==> src/rtl/pcie_buf_pkg.sv <==
// Shared definitions for the PCIe receive ring buffer (writer and downstream reader).
package pcie_buf_pkg;

    localparam int unsigned ADDR_W  = 11;
    localparam int unsigned DATA_W  = 32;
    localparam int unsigned MAX_LEN = 256;
    localparam int unsigned LEN_LSB = 0;
    localparam int unsigned LEN_MSB = 9;

    typedef enum logic [1:0] {
        StIdle,
        StPayload,
        StDrop
    } rx_state_e;

endpackage

==> src/rtl/pcie_rx_ram_writer.sv <==
// Validates framed PCIe RX packets and writes them into the shared ring RAM; only complete
// packets are published through commit_ptr, bad ones are rolled back and counted.
module pcie_rx_ram_writer #(
    parameter int unsigned ADDR_W  = pcie_buf_pkg::ADDR_W,
    parameter int unsigned DATA_W  = pcie_buf_pkg::DATA_W,
    parameter int unsigned MAX_LEN = pcie_buf_pkg::MAX_LEN
) (
    input  logic              clk,
    input  logic              rst_n,
    input  logic [DATA_W-1:0] rx_data,
    input  logic              rx_valid,
    input  logic              rx_sop,
    input  logic              rx_eop,
    input  logic [ADDR_W-1:0] rd_addr,
    output logic              RAM_wr_en,
    output logic [ADDR_W-1:0] RAM_wr_addr,
    output logic [DATA_W-1:0] RAM_wr_data,
    output logic [ADDR_W-1:0] commit_ptr,
    output logic              pkt_avail,
    output logic [15:0]       drop_cnt
);
    import pcie_buf_pkg::*;

    localparam int unsigned LEN_W = LEN_MSB - LEN_LSB + 1;

    rx_state_e         state_q, state_d;
    logic [LEN_W-1:0]  remaining_q, remaining_d;
    logic [ADDR_W-1:0] wr_ptr_q, wr_ptr_d;
    // base_ptr is the logical commit point; commit_ptr trails it by two cycles so the RAM
    // already holds the final dword when the reader is told about it.
    logic [ADDR_W-1:0] base_ptr_q, base_ptr_d;
    logic [ADDR_W-1:0] commit_stage_q, commit_ptr_q;
    logic [15:0]       drop_cnt_q, drop_cnt_d;

    logic [LEN_W-1:0]  rx_len;
    logic              len_bad;
    logic [ADDR_W-1:0] cur_ptr;
    logic [ADDR_W-1:0] ring_used;
    logic              ring_full;
    logic              do_write, do_rollback, do_commit, do_header;
    logic [1:0]        drop_inc;
    logic [16:0]       drop_sum;

    assign rx_len  = rx_data[LEN_MSB:LEN_LSB];
    assign len_bad = (rx_len == '0) || (32'(rx_len) > MAX_LEN);

    // A header arriving mid-packet is placed where the rolled-back packet started.
    assign cur_ptr   = (state_q == StPayload && !rx_sop) ? wr_ptr_q : base_ptr_q;
    assign ring_used = cur_ptr - rd_addr;
    assign ring_full = (ring_used == {ADDR_W{1'b1}});

    always_comb begin
        do_write    = 1'b0;
        do_rollback = 1'b0;
        do_commit   = 1'b0;
        do_header   = 1'b0;
        drop_inc    = 2'd0;
        state_d     = state_q;
        remaining_d = remaining_q;

        if (rx_valid) begin
            unique case (state_q)
                StIdle: do_header = rx_sop;
                StDrop: begin
                    if (rx_sop) begin
                        do_header = 1'b1;
                    end else if (rx_eop) begin
                        state_d = StIdle;
                    end
                end
                StPayload: begin
                    if (rx_sop) begin
                        do_rollback = 1'b1;
                        drop_inc    = 2'd1;
                        do_header   = 1'b1;
                    end else if (ring_full) begin
                        do_rollback = 1'b1;
                        drop_inc    = 2'd1;
                        state_d     = rx_eop ? StIdle : StDrop;
                    end else if (rx_eop) begin
                        if (remaining_q == LEN_W'(1)) begin
                            do_write  = 1'b1;
                            do_commit = 1'b1;
                        end else begin
                            do_rollback = 1'b1;
                            drop_inc    = 2'd1;
                        end
                        state_d = StIdle;
                    end else if (remaining_q == LEN_W'(1)) begin
                        do_rollback = 1'b1;
                        drop_inc    = 2'd1;
                        state_d     = StDrop;
                    end else begin
                        do_write    = 1'b1;
                        remaining_d = remaining_q - LEN_W'(1);
                    end
                end
                default: state_d = StIdle;
            endcase

            if (do_header) begin
                if (len_bad || ring_full) begin
                    drop_inc = drop_inc + 2'd1;
                    state_d  = rx_eop ? StIdle : StDrop;
                end else if (rx_eop) begin
                    do_rollback = 1'b1;
                    drop_inc    = drop_inc + 2'd1;
                    state_d     = StIdle;
                end else begin
                    do_write    = 1'b1;
                    remaining_d = rx_len;
                    state_d     = StPayload;
                end
            end
        end
    end

    always_comb begin
        wr_ptr_d = wr_ptr_q;
        if (do_write) begin
            wr_ptr_d = cur_ptr + ADDR_W'(1);
        end else if (do_rollback) begin
            wr_ptr_d = base_ptr_q;
        end
        base_ptr_d = do_commit ? cur_ptr + ADDR_W'(1) : base_ptr_q;
        drop_sum   = {1'b0, drop_cnt_q} + 17'(drop_inc);
        drop_cnt_d = drop_sum[16] ? 16'hFFFF : drop_sum[15:0];
    end

    always_ff @(posedge clk or negedge rst_n) begin
        if (!rst_n) begin
            state_q        <= StIdle;
            remaining_q    <= '0;
            wr_ptr_q       <= '0;
            base_ptr_q     <= '0;
            commit_stage_q <= '0;
            commit_ptr_q   <= '0;
            drop_cnt_q     <= '0;
            RAM_wr_en      <= 1'b0;
            RAM_wr_addr    <= '0;
            RAM_wr_data    <= '0;
        end else begin
            state_q        <= state_d;
            remaining_q    <= remaining_d;
            wr_ptr_q       <= wr_ptr_d;
            base_ptr_q     <= base_ptr_d;
            commit_stage_q <= base_ptr_q;
            commit_ptr_q   <= commit_stage_q;
            drop_cnt_q     <= drop_cnt_d;
            RAM_wr_en      <= do_write;
            if (do_write) begin
                RAM_wr_addr <= cur_ptr;
                RAM_wr_data <= rx_data;
            end
        end
    end

    assign commit_ptr = commit_ptr_q;
    assign pkt_avail  = (commit_ptr_q != rd_addr);
    assign drop_cnt   = drop_cnt_q;

endmodule

==> config.mk <==
export PLATFORM = sky130hd
export DESIGN_NAME = pcie_rx_ram_writer
export DESIGN_NICKNAME = d
export VERILOG_FILES = /design/src/rtl/pcie_buf_pkg.sv /design/src/rtl/pcie_rx_ram_writer.sv
export SDC_FILE = /design/constraint.sdc
export NUM_CORES = 1
export LEC_CHECK = 0
export CAP_MARGIN = 20
export CORE_ASPECT_RATIO = 2
export CORE_MARGIN = 5
export CORE_UTILIZATION = 30
export DETAILED_ROUTE_END_ITERATION = 12
export SLEW_MARGIN = 20
export SYNTH_ARGS = -nofsm -noshare
export SYNTH_HDL_FRONTEND = slang
export SYNTH_SLANG_ARGS = --single-unit
==> constraint.sdc <==
create_clock -name clk -period 7.8 [get_ports clk]
set_clock_uncertainty 0.05 [all_clocks]
set_input_delay 1.56 -clock clk [delete_from_list [all_inputs] [get_ports clk]]
set_output_delay 1.56 -clock clk [all_outputs]
set_load 0.1 [all_outputs]
; ---- Word-level counts from Yosys, hierarchy flattened
; Cells that the tools add are included.
[word_totals]
ff_bits = 116
input_bits = 48
out_inout_bits = 72
word_cells = 95
[op_classes]
addsub = 5
n_lt_le_gt_ge = 1
eq_ne = 10
mux = 60
n_reduce_logical = 9
[ops]
columns = operator, n
row1 = $mux 10, 8
row2 = $mux 2, 18
row3 = $mux 11, 3
row4 = $mux 1, 28
row5 = $add 16x2->17, 1
row6 = $mux 16, 1
row7 = $add 11x1->11 const B, 1
row8 = $eq 11x11->1 const B, 1
row9 = $ne 11x11->1, 1
row10 = $sub 11x11->11, 1
row11 = $eq 10x1->1 const B, 1
row12 = $gt 10x9->1 const B, 1
row13 = $logic_not 10->1, 1
row14 = $sub 10x1->10 const B, 1
row15 = $ne 3x3->1 const B, 2
row16 = $pmux 2 s3, 1
row17 = $reduce_and 6->1, 1
row18 = $ne 5x3->1 const B, 1
row19 = $ne 3x2->1 const B, 1
row20 = $add 2x1->2 const B, 1
row21 = $eq 2x1->1 const B, 1
row22 = $eq 2x2->1 const B, 1
row23 = $logic_not 2->1, 1
row24 = $logic_or 1x1->1, 2
row25 = 6 further kinds, 6

; ---- Depth between registers and ports, before layout
[depth]
depth_word = 16
mapped_depth = 28
depth_no_buf = 25

; ---- Worst setup path before layout
; Ideal clock, no wire load.
[synth_path]
path_kind = input to register
startpoint = in rx_sop
endpoint = reg drop_cnt_q[3] (netlist: drop_cnt[3])
setup_time_ns = 0.068
arrival_ns = 6.696
t_required_ns = 7.682
setup_slack_ns = 0.985
stages = 27
path_cell_list = buf_2 -> nor3b_2 -> buf_4 -> mux2i_1 -> ha_1 -> inv_1 -> fa_1 -> xnor2_1 -> nor4b_2 -> nand3_1 -> a2111oi_4 -> nand4_4 -> a21oi_1 -> inv_1 -> ha_1 -> inv_1 -> a31oi_1 -> a32o_1 -> ha_1 -> inv_1 -> fa_1 -> nand2b_1 -> nor2_1 -> and3_1 -> nand3_1 -> clkbuf_1 -> nand2_1
[synth_between]
elab_chain_cells = 16
elab_cells_between_ends = 20
cone_classes = add/sub: 3 / eq/ne: 1 / mux: 13 / reduce/logical: 3
[synth_lines]
columns = item, line
row1 = from (decl), pcie_rx_ram_writer.sv:12  ; input logic rx_sop,
row2 = $logic_not 1->1, pcie_rx_ram_writer.sv:48  ; assign cur_ptr = (state_q == StPayload && !rx_sop) ? wr_ptr_q : base_ptr_q;
row3 = $logic_and 1x1->1, pcie_rx_ram_writer.sv:48
row4 = $mux 11, pcie_rx_ram_writer.sv:48
row5 = $sub 11x11->11, pcie_rx_ram_writer.sv:49  ; assign ring_used = cur_ptr - rd_addr;
row6 = $eq 11x11->1, pcie_rx_ram_writer.sv:50  ; assign ring_full = (ring_used == {ADDR_W{1'b1}});
row7 = $mux 2, pcie_rx_ram_writer.sv:76  ; end else if (ring_full) begin
row8 = $mux 2, pcie_rx_ram_writer.sv:72  ; if (rx_sop) begin
row9 = $mux 2, pcie_rx_ram_writer.sv:62  ; unique case (state_q)
row10 = $mux 2, pcie_rx_ram_writer.sv:61  ; if (rx_valid) begin
row11 = $add 2x1->2, "pcie_rx_ram_writer.sv:103, pcie_rx_ram_writer.sv:107"
row12 = $mux 2, pcie_rx_ram_writer.sv:105  ; end else if (rx_eop) begin
row13 = $mux 2, pcie_rx_ram_writer.sv:102  ; if (len_bad || ring_full) begin
row14 = $mux 2 (*), pcie_rx_ram_writer.sv:101  ; if (do_header) begin
row15 = $mux 2 (*), pcie_rx_ram_writer.sv:61
row16 = $add 16x2->17 (*), pcie_rx_ram_writer.sv:126  ; drop_sum = {1'b0, drop_cnt_q} + 17'(drop_inc);
row17 = $mux 16 (*), pcie_rx_ram_writer.sv:127  ; drop_cnt_d = drop_sum[16] ? 16'hFFFF : drop_sum[15:0];
row18 = net drop_cnt_d[3], pcie_rx_ram_writer.sv:33  ; logic [15:0] drop_cnt_q, drop_cnt_d;
row19 = to (signal assigned), pcie_rx_ram_writer.sv:149  ; drop_cnt_q <= drop_cnt_d;
row20 = to (decl), pcie_rx_ram_writer.sv:33
; The timed path passes the listed nets; every way through them passes the cells marked *. The select of a mux whose other input is x is not followed.
; A chain may end at the register's enable or synchronous reset.

; ---- Worst setup path in the final report
[layout_path]
startpoint = in rx_sop
endpoint = reg drop_cnt_q[1] (netlist: drop_cnt[1])
; Same word-level chain as after synthesis.

==> summary.txt <==
status: finished clean
core area: 19820 um^2
GRT overflow: 0
vias: 5009
max-cap viol count: 0
hpwl dp: 13.25 mm
worst setup margin: 0.6575 ns
Layout area overhead: 35.53%
Tmin final: 7.142 ns
fmax: 0.1400 GHz
final-report hold violation count: 0
post-cts repair resize count: 0
initial antenna violation count: 0
cts bufs inserted: 17
leading cell types by count after synthesis: nand2_1, dfrtp_1, inv_1
Syn Area/Cell: 9.546 um^2
row count: 73
Startpoint Class: primary input
RSZ-0062 raised after global routing: false
internal power: 1.477 mW
Yosys reg bits: 116
GRT Util Overall: 15.84%
Die X: 110.0 um
Critical Path End Type: register
worst path arrival time: 7.43 ns
WL/cell: 17.04 um
Clock Sinks: 116
clock share of power: 31.3%
R2R Setup Slk: 1.94 ns
share of the synthesized area in the top cell type: 48.34%
crit share post-route: 91.57%
H-tree depth: 4
clk_lat worst skew: 0.42 ns
Yosys Warn Count: 0
I/O Pins: 120
kind of critical path: in -> reg
Cell variety after synth: 67
most common flop cell mapped by yosys: dfrtp_1
top-count cell post-synth: nand2_1
Hold Crit Class: reg -> reg
Worst path most repeated cell: inv_1
sequential-to-total area share from yosys stat: 48.34%
Setup violations, final: 0
Clock Tree Buf Depth: 2
post-route antenna net violation count: 0
Comb pwr share: 38.2%
sequential share of power: 30.5%
vias in the first global route: 5203
clock slew at reported path FFs: 0.06 ns
CTS tree: done
P_leak: 3.755 nW
full die area: 23120 um^2
Worst-Margin Slew: 1.029 ns
Die H: 210.1 um
Pwr Density: 319.5 nW/um^2
Slew Limit Fails: 0
nets: 823
crit-path max FO: 13
Post-Route WL: 17.55 mm
VDD IR max: 0.1970 mV
Fin Setup TNS: 0 ns
area leader, netlist: dfrtp_1
FFs w/ async S/R, synth: 100.0%
PortBufs: 119
Worst path top cell family by delay: simple AND/OR/NAND/NOR gates
CP required: 8.08 ns
DP Worst Slack: 0.2291 ns
postcts setup bufs: 0
share of cells above drive strength 1: 8.854%
Buffers & Inverters on Critical Path: 6
hold_buf cts: 0
Final Wtd Congestion: 0.8601
Net Switching: 1.122 mW
Initial Util: 30.29%
slowest cell delay on critical path: 0.54 ns
Clock Root Buffer: clkbuf_16
# DRC: 0
Syn Nets: 697
number of synthesized flops with an enable pin: 0
Synth area leaders: dfrtp_1, nand2_1, ha_1
vias per cell: 4.863
TritonRoute pass-1 iters: 4
Net Sw Frac: 43.17%
Worst Hold Slack: 0.2933 ns
Slowest cell on crit path: clkdlybuf4s50_1
n_diodes: 0
Synth Cell Area: 6005 um^2
first-pass GRT wire length: 28.03 mm
initial drt markers: 175
gate count of the mapped netlist: 629
largest net degree at the start of global routing: 71
worst rel slew slack: 31.20%
placed cells by master (no fill, tap or decap), drive strengths merged, types with 6 or more instances in the layout:
| cell | count |
|---|---|
| nand2 | 145 |
| clkdlybuf4s50 | 118 |
| dfrtp | 116 |
| inv | 41 |
| nor2 | 24 |
| nand3 | 24 |
| xor2 | 20 |
| a21oi | 19 |
| ha | 18 |
| clkbuf | 18 |
| o21ai | 17 |
| xnor2 | 16 |
| buf | 16 |
| nor3 | 15 |
| mux2i | 11 |
| and3 | 11 |
| mux2 | 10 |
| o22a | 8 |
| a21boi | 8 |
| a31o | 7 |
| nor4 | 6 |
per-stage QoR:
stage          cell area (um^2)  instances  power [mW]  utilization, %
2_1_floorplan              6005        629       1.527               -
3_3_place_gp               7521        998       1.794           37.95
3_5_place_dp               7521        998       1.801           37.95
4_1_cts                    8138       1030       2.630           41.06
5_1_grt                    8138       1030       2.714           41.06
6_report                   8138       1030       2.600           41.06
worst reg2reg max path: stages, from the launching register on:
cell and delay [ns]:
dfrtp_1 0.43, nor3b_2 0.22, buf_4 0.21, mux2i_1 0.27, ha_1 0.24, inv_1 0.06, fa_1 0.42, xnor2_1 0.16
nor4b_2 0.25, nand3_1 0.15, a2111oi_4 0.37, nand4_4 0.15, a21oi_1 0.29, inv_1 0.08, ha_1 0.28, inv_1 0.04
a31oi_1 0.12, a32o_1 0.14, ha_1 0.16, inv_1 0.05, fa_1 0.41, nand2b_1 0.19, nor2_1 0.20, and3_1 0.27
nand3_1 0.38, nand2_1 0.19
worst paths after layout:
check / to / depth (start not counted) / startpoint
setup / recovery: drop_cnt[1]$_DFF_PN0_ / 26 / rx_sop
max in group asynchronous: state_q[1]$_DFFE_PN0P_ / 2 / rst_n
setup reg to reg: drop_cnt[1]$_DFF_PN0_ / 25 / state_q[0]$_DFFE_PN0P_
hold / removal: commit_ptr[2]$_DFF_PN0_ / 0 / commit_stage_q[2]$_DFF_PN0_
hold reg to reg: commit_ptr[2]$_DFF_PN0_ / 0 / commit_stage_q[2]$_DFF_PN0_
min in group asynchronous: RAM_wr_data[24]$_DFFE_PN0P_ / 1 / rst_n
flip-flops by register name (all words and copies together), names as in the netlist:
name,flops
RAM_wr_en,1
RAM_wr_data,32
remaining_q,10
drop_cnt,16
commit_stage_q,11
state_q,2
RAM_wr_addr,11
commit_ptr,11
wr_ptr_q,11
base_ptr_q,11
routing by layer:
metal / up-vias / part of all wire (%) / GRT usage [%]
li1: 2434 / - / -
met5: - / 0 / 0
met1: 2441 / 36 / 16.03
met2: 103 / 58 / 30.43
met3: 31 / 2.9 / 2.452
met4: 0 / 2.9 / 7.318
kinds of logic (layout without fill, tap and decap cells):
| family | count (synthesis) | in the layout | share of synthesized area [%] |
|---|---|---|---|
| buffers and inverters | 65 | 204 | 4.334 |
| flip-flops | 116 | 116 | 48.34 |
| AND/OR/NAND/NOR | 265 | 265 | 20.84 |
| multiplexers | 21 | 21 | 3.709 |
| adder cells (fa/ha/maj) | 20 | 20 | 4.418 |
| AO/OA/AOI/OAI | 106 | 106 | 13.11 |
| XOR/XNOR | 36 | 36 | 5.251 |
power groups by stage:
stage,logic (mW),clock network (mW),registers (mW)
6_report,0.993,0.814,0.792
5_1_grt,1.05,0.859,0.809
4_1_cts,1.00,0.834,0.792
3_5_place_dp,1.00,0,0.801
3_3_place_gp,0.998,0,0.796
2_1_floorplan,0.200,0,1.33
final cells by class:
type	count	area, um^2
inverter	38	142.6
tap	262	327.8
timing repair buffer	134	1301
clock inverter	14	177.7
fill	1979	11680
sequential	116	2903
multi-input combinational	448	2846
clock buffer	18	439.2
No activity file was read; power rests on OpenSTA's default activity.
